`src/rtl/slice_state_writeback.sv`:
```
// slice_state_writeback
// Final stage of the slice add/sub chain. Saturates the registered 24-bit sum
// using both overflow flags, writes it into a 2**ADR_W-entry state store, and
// reads the next state_value back for the chain. It also captures log and
// sigma-delta samples on trigger and counts saturated writes.
//
// Ports
//   clock_200               slice clock, rising edge
//   reset                   synchronous active-high reset (overrides slice_enable)
//   slice_enable            clock enable for every state-changing action
//   add_sub_result          registered signed sum from the second add/sub
//   overflow_stage_1        first add/sub overflow, one cycle ahead of its result
//   overflow_stage_2        second add/sub overflow, aligned with add_sub_result
//   state_write_adr         write address, aligned with add_sub_result
//   state_read_adr          read address for the next state_value
//   log_trigger             capture write data into log_value_out
//   sigma_delta_out_trigger capture write data into sigma_delta_out
//   state_value             registered read data (write-first bypass)
//   log_value_out           log sample
//   sigma_delta_out         sigma-delta sample
//   init_busy               high while the store is being cleared
//   sat_event               one-cycle pulse after a saturated write
//   sat_count               saturating count of saturated writes
module slice_state_writeback #(
    parameter int unsigned DATA_W    = 24,
    parameter int unsigned ADR_W     = 4,
    parameter int unsigned SAT_CNT_W = 16
) (
    input  logic                 clock_200,
    input  logic                 reset,
    input  logic                 slice_enable,
    input  logic [DATA_W-1:0]    add_sub_result,
    input  logic                 overflow_stage_1,
    input  logic                 overflow_stage_2,
    input  logic [ADR_W-1:0]     state_write_adr,
    input  logic [ADR_W-1:0]     state_read_adr,
    input  logic                 log_trigger,
    input  logic                 sigma_delta_out_trigger,
    output logic [DATA_W-1:0]    state_value,
    output logic [DATA_W-1:0]    log_value_out,
    output logic [DATA_W-1:0]    sigma_delta_out,
    output logic                 init_busy,
    output logic                 sat_event,
    output logic [SAT_CNT_W-1:0] sat_count
);

    localparam int unsigned Depth = 2 ** ADR_W;

    localparam logic [DATA_W-1:0] FullPos = {1'b0, {(DATA_W-1){1'b1}}};
    localparam logic [DATA_W-1:0] FullNeg = {1'b1, {(DATA_W-1){1'b0}}};

    typedef enum logic [0:0] {StClear, StRun} state_e;

    state_e               state_q, state_d;
    logic [ADR_W-1:0]     clr_ptr_q, clr_ptr_d;
    logic                 ovf1_q;
    logic [DATA_W-1:0]    mem_q [Depth];
    logic [DATA_W-1:0]    state_value_q;
    logic [DATA_W-1:0]    log_value_q;
    logic [DATA_W-1:0]    sigma_delta_q;
    logic                 sat_event_q;
    logic [SAT_CNT_W-1:0] sat_count_q;

    logic                 run_en;
    logic                 sat_active;
    logic [DATA_W-1:0]    wdata;

    // FSM next-state: sweep the clear pointer through the whole store once.
    always_comb begin
        state_d   = state_q;
        clr_ptr_d = clr_ptr_q;
        unique case (state_q)
            StClear: begin
                clr_ptr_d = clr_ptr_q + 1'b1;
                if (clr_ptr_q == ADR_W'(Depth - 1)) begin
                    state_d = StRun;
                end
            end
            StRun: begin
                clr_ptr_d = '0;
            end
            default: begin
                state_d   = StClear;
                clr_ptr_d = '0;
            end
        endcase
    end

    always_ff @(posedge clock_200) begin
        if (reset) begin
            state_q   <= StClear;
            clr_ptr_q <= '0;
        end else begin
            state_q   <= state_d;
            clr_ptr_q <= clr_ptr_d;
        end
    end

    assign run_en = (state_q == StRun) && slice_enable;

    // Delay the stage-1 flag so it lines up with the sum it belongs to.
    always_ff @(posedge clock_200) begin
        if (reset) begin
            ovf1_q <= 1'b0;
        end else if (slice_enable) begin
            ovf1_q <= overflow_stage_1;
        end
    end

    // On overflow the wrapped sign is the inverse of the true sign.
    always_comb begin
        sat_active = ovf1_q | overflow_stage_2;
        wdata      = add_sub_result;
        if (sat_active) begin
            wdata = add_sub_result[DATA_W-1] ? FullPos : FullNeg;
        end
    end

    // Store has no reset; the CLEAR sweep zeroes it instead.
    always_ff @(posedge clock_200) begin
        if (!reset) begin
            if (state_q == StClear) begin
                mem_q[clr_ptr_q] <= '0;
            end else if (slice_enable) begin
                mem_q[state_write_adr] <= wdata;
            end
        end
    end

    always_ff @(posedge clock_200) begin
        if (reset) begin
            state_value_q <= '0;
            log_value_q   <= '0;
            sigma_delta_q <= '0;
            sat_event_q   <= 1'b0;
            sat_count_q   <= '0;
        end else begin
            sat_event_q <= run_en && sat_active;
            if (state_q == StClear) begin
                state_value_q <= '0;
            end else if (slice_enable) begin
                // Write-first bypass when reading the address being written.
                if (state_read_adr == state_write_adr) begin
                    state_value_q <= wdata;
                end else begin
                    state_value_q <= mem_q[state_read_adr];
                end
                if (log_trigger) begin
                    log_value_q <= wdata;
                end
                if (sigma_delta_out_trigger) begin
                    sigma_delta_q <= wdata;
                end
                if (sat_active && (sat_count_q != {SAT_CNT_W{1'b1}})) begin
                    sat_count_q <= sat_count_q + 1'b1;
                end
            end
        end
    end

    assign state_value     = state_value_q;
    assign log_value_out   = log_value_q;
    assign sigma_delta_out = sigma_delta_q;
    assign init_busy       = (state_q == StClear);
    assign sat_event       = sat_event_q;
    assign sat_count       = sat_count_q;

endmodule

```
`config.mk`:
```
export PLATFORM = sky130hd
export DESIGN_NAME = slice_state_writeback
export DESIGN_NICKNAME = d
export VERILOG_FILES = /design/src/rtl/slice_state_writeback.sv
export SDC_FILE = /design/constraint.sdc
export NUM_CORES = 1
export LEC_CHECK = 0
export CAP_MARGIN = 20
export CORE_UTILIZATION = 45
export DETAILED_ROUTE_END_ITERATION = 8
export PLACE_DENSITY = 0.62
export SYNTH_ARGS = -nofsm -noshare
export SYNTH_HDL_FRONTEND = slang
export SYNTH_SLANG_ARGS = --single-unit
```
`constraint.sdc`:
```
create_clock -name clock_200 -period 8.14 [get_ports clock_200]
set_input_delay 0.814 -clock clock_200 [delete_from_list [all_inputs] [get_ports clock_200]]
set_output_delay 0.814 -clock clock_200 [all_outputs]
set_load 0.02 [all_outputs]
```
==> flow_summary_export.csv <==
group,metric,value,unit
placed_design,dpl.hpwl,27280,um
critical_path,cp_slowest_stage_delay,0.78,ns
clock_network,cts_setup_buffers,0,
yosys,synth_edf_count,384,
power_and_ir_drop,p_total,5089,uW
global_routing,overflow,0,
detailed_routing,first_pass_iters,7,
detailed_routing,wire_per_inst,24.00,um
status,status,"finished, violations left",
global_routing,antenna_found_initial,1,
clock_network,cts_buffers,49,
clock_network,htreeDepth,2,
yosys,ys_seq_area_share,71.10,%
yosys,async_reset_ff_share,0,%
timing,final.setup.tns,0,ns
critical_path,rrSetupSlack,4.71,ns
yosys,synth.avg_cell_area,16.63,um2
timing,rsz0062_at_grt,"false",
power_and_ir_drop,ir_drop,0.0001425,V
flow_run,maxCapViolCount,0,
detailed_routing,wl_met2,19450,um
timing,finalHoldViolCount,0,
critical_path,criticalPathCategory,"in2reg",
detailed_routing,drc,24,
detailed_routing,drt_iter0_drc,925,
power_and_ir_drop,p_leak,0.007939,uW
yosys,ys_warn_count,0,
worst_hold_path,hold_path.class,"reg2reg",
yosys,synthCells,1136,
final_layout,syn_to_final_growth,19.30,%
yosys,synth_fp_nets,1177,
timing,fin_crit,3.667,ns
floorplanning,core_area,0.04111,mm2
timing,whs,0.4548,ns
global_routing,grt_max_degree,83,
critical_path,cp_max_fo,82,
critical_path,r2r_cells,4,
floorplanning,start_util,45.96,%
yosys,ys_ff_latch,479,
global_routing,grt_pass1_vias,10340,
timing,relSlewSlack,27.54,%
yosys,synth.most_common_cell,"edfxtp_1",
detailed_routing,wl_met1,20190,um
yosys,yosysUniqueCellTypes,52,
clock_network,clk_latency,0.59,ns
floorplanning,io_pins,129,
critical_path,cp.arrival,3.87,ns
yosys,synth_top_cell_area_share,61.03,%
yosys,synthTopCellsByArea,"edfxtp_1 (61%), mux4_2 (11%), dfxtp_1 (10%), mux2i_1 (2.9%), nor2_1 (2.0%)",
clock_network,clock_sinks,479,
worst_hold_path,min_to,"state_value[1]$_SDFFE_PP0P_",
clock_network,clk_pin_slew,0.06,ns
critical_path,crit_path_end_kind,"flop",
clock_network,hold_buffers,0,
floorplanning,fp.dieW,206.9,um
global_routing,grt_pass1_wl,65820,um
critical_path,cp-start-kind,"input pin",
worst_hold_path,whs_path_depth,2,
detailed_routing,route.vias.total,10680,
detailed_routing,wl_met3,3852,um
clock_network,cts_resized,0,
timing,clock.fmax,272.7,MHz
floorplanning,chipHeight,206.9,um
timing,worst_pin_slew,1.083,ns
floorplanning,die_area,0.04281,mm2
critical_path,path_cells,"clkdlybuf4s50_1 > nand3b_4 > nor3_1 > o21ai_0 > nor2_4",
power_and_ir_drop,power_density,225.8,mW/mm2
yosys,syn_area,0.01889,mm2
critical_path,r2r-start,"state_q$_SDFF_PP0_",
timing,fin_crit_sh,45.05,%
placed_design,place.gp.congestion,0.8034,
critical_path,crit_buf_inv,1,
critical_path,slowest_stage,"nor2_4",
timing,fin_skew,0.02015,ns
placed_design,place_ws,3.602,ns
critical_path,crit_required,8.35,ns
worst_hold_path,min-delay-start,"state_value[1]$_SDFFE_PP0P_",
placed_design,port_buffers,128,
status,violations,"design-rule violations",
critical_path,cp_top_family,"simple AND/OR/NAND/NOR gates",
timing,timing_max_transition_violations_final,0,
clock_network,cts_tree,"built",
yosys,yosys.area.top_type,"edfxtp_1",
detailed_routing,ant_nets,0,
global_routing,grt.total_usage,21.09,%
final_layout,fin_util,54.83,%
floorplanning,rows,74,
timing,setup_viol_count_final,0,
clock_network,clk_path_buf_depth,3,
clock_network,root_buffer,"clkbuf_16",
final_layout,drive_above_1_share,17.34,%
yosys,synth_flop_cell,"edfxtp_1",
yosys,synth_commonest_cells,"edfxtp_1 (384), nor2_1 (103), mux4_2 (96)",
timing,fin_ws,4.473,ns
detailed_routing,wl,44330,um
critical_path,regToRegEndpoint,"mem_q[1][20]$_DFFE_PP_",
detailed_routing,via_per_inst,5.783,
final_layout,diodes,0,
final_layout,layout.nets,1315,
detailed_routing,top_layer_used,"met4",
## where the power goes
| part | leakage (uW) | total [uW] | switching [uW] | internal, uW |
|---|---|---|---|---|
| logic | 0.00234 | 227 | 141 | 85.7 |
| clock network | 0.000771 | 2220 | 919 | 1300 |
| registers | 0.00483 | 2640 | 7.95 | 2630 |
| total | 0.00794 | 5090 | 1070 | 4020 |
## kinds of logic after synthesis
kind of cell / share of synthesized area [%]
flops: 71.10
simple gates: 6.437
mux: 14.30
compound gates: 5.152
buf+inv: 2.179
xor+xnor: 0.6954
fa+ha+maj: 0.1324
## worst reg2reg max path: cells and delay by family (launching register included)
| kind | cells | cell delay, ns |
|---|---|---|
| AO/OA/AOI/OAI | 1 | 0.40 |
| AND/OR/NAND/NOR | 3 | 1.95 |
| flip-flops | 1 | 0.68 |
## placed cells by master, fill, tap and decap left out, types with 31 or more instances in the layout
| master | count |
|---|---|
| nand2_1 | 52 |
| mux4_2 | 96 |
| a211oi_1 | 46 |
| clkbuf_16 | 49 |
| mux2i_1 | 54 |
| edfxtp_1 | 384 |
| nand3_1 | 31 |
| a21oi_1 | 51 |
| dfxtp_1 | 95 |
| clkdlybuf4s50_1 | 125 |
| nor2_1 | 87 |
## layout make-up
| class | count | area [um2] |
|---|---|---|
| fill | 3350 | 18570 |
| sequential | 479 | 13430 |
| multi-input combinational | 567 | 5197 |
| timing repair buffer | 166 | 1609 |
| clock buffer | 56 | 1262 |
| tap | 532 | 665.6 |
| clock inverter | 36 | 331.6 |
| inverter | 11 | 41.29 |
## registers in the layout, indices dropped and copies added, names as in the netlist
register / flops
mem_q: 384
log_value_out: 24
sigma_delta_out: 24
state_value: 24
sat_count: 16
clr_ptr_q: 4
ovf1_q: 1
sat_event: 1
state_q: 1
## through the flow
step           cell area, um2  instances
4_1_cts                 22360       1829
3_3_place_gp            20740       1734
6_report                22540       1847
3_5_place_dp            20770       1737
2_1_floorplan           18890       1136
5_1_grt                 22540       1847
## how the worst max path moves through the flow
stage / to / slack, ns / cells past startpoint / startpoint
4_1_cts: mem_q[6][14]$_DFFE_PP_ / 4.19 / 5 / slice_enable
3_5_place_dp: mem_q[6][14]$_DFFE_PP_ / 3.60 / 5 / slice_enable
6_report: mem_q[1][20]$_DFFE_PP_ / 4.47 / 5 / slice_enable
5_1_grt: mem_q[3][20]$_DFFE_PP_ / 4.23 / 5 / slice_enable
2_1_floorplan: mem_q[2][0]$_DFFE_PP_ / 4.91 / 6 / slice_enable
3_3_place_gp: mem_q[6][19]$_DFFE_PP_ / 3.75 / 5 / slice_enable
## per-layer routing
layer | global-route usage, % | vias up
met4 | 5.553 | 0
met1 | 31.75 | 5476
met5 | 0 | -
met3 | 5.275 | 66
li1 | - | 4781
met2 | 30.54 | 358
Power figures use the tool's default switching activity.
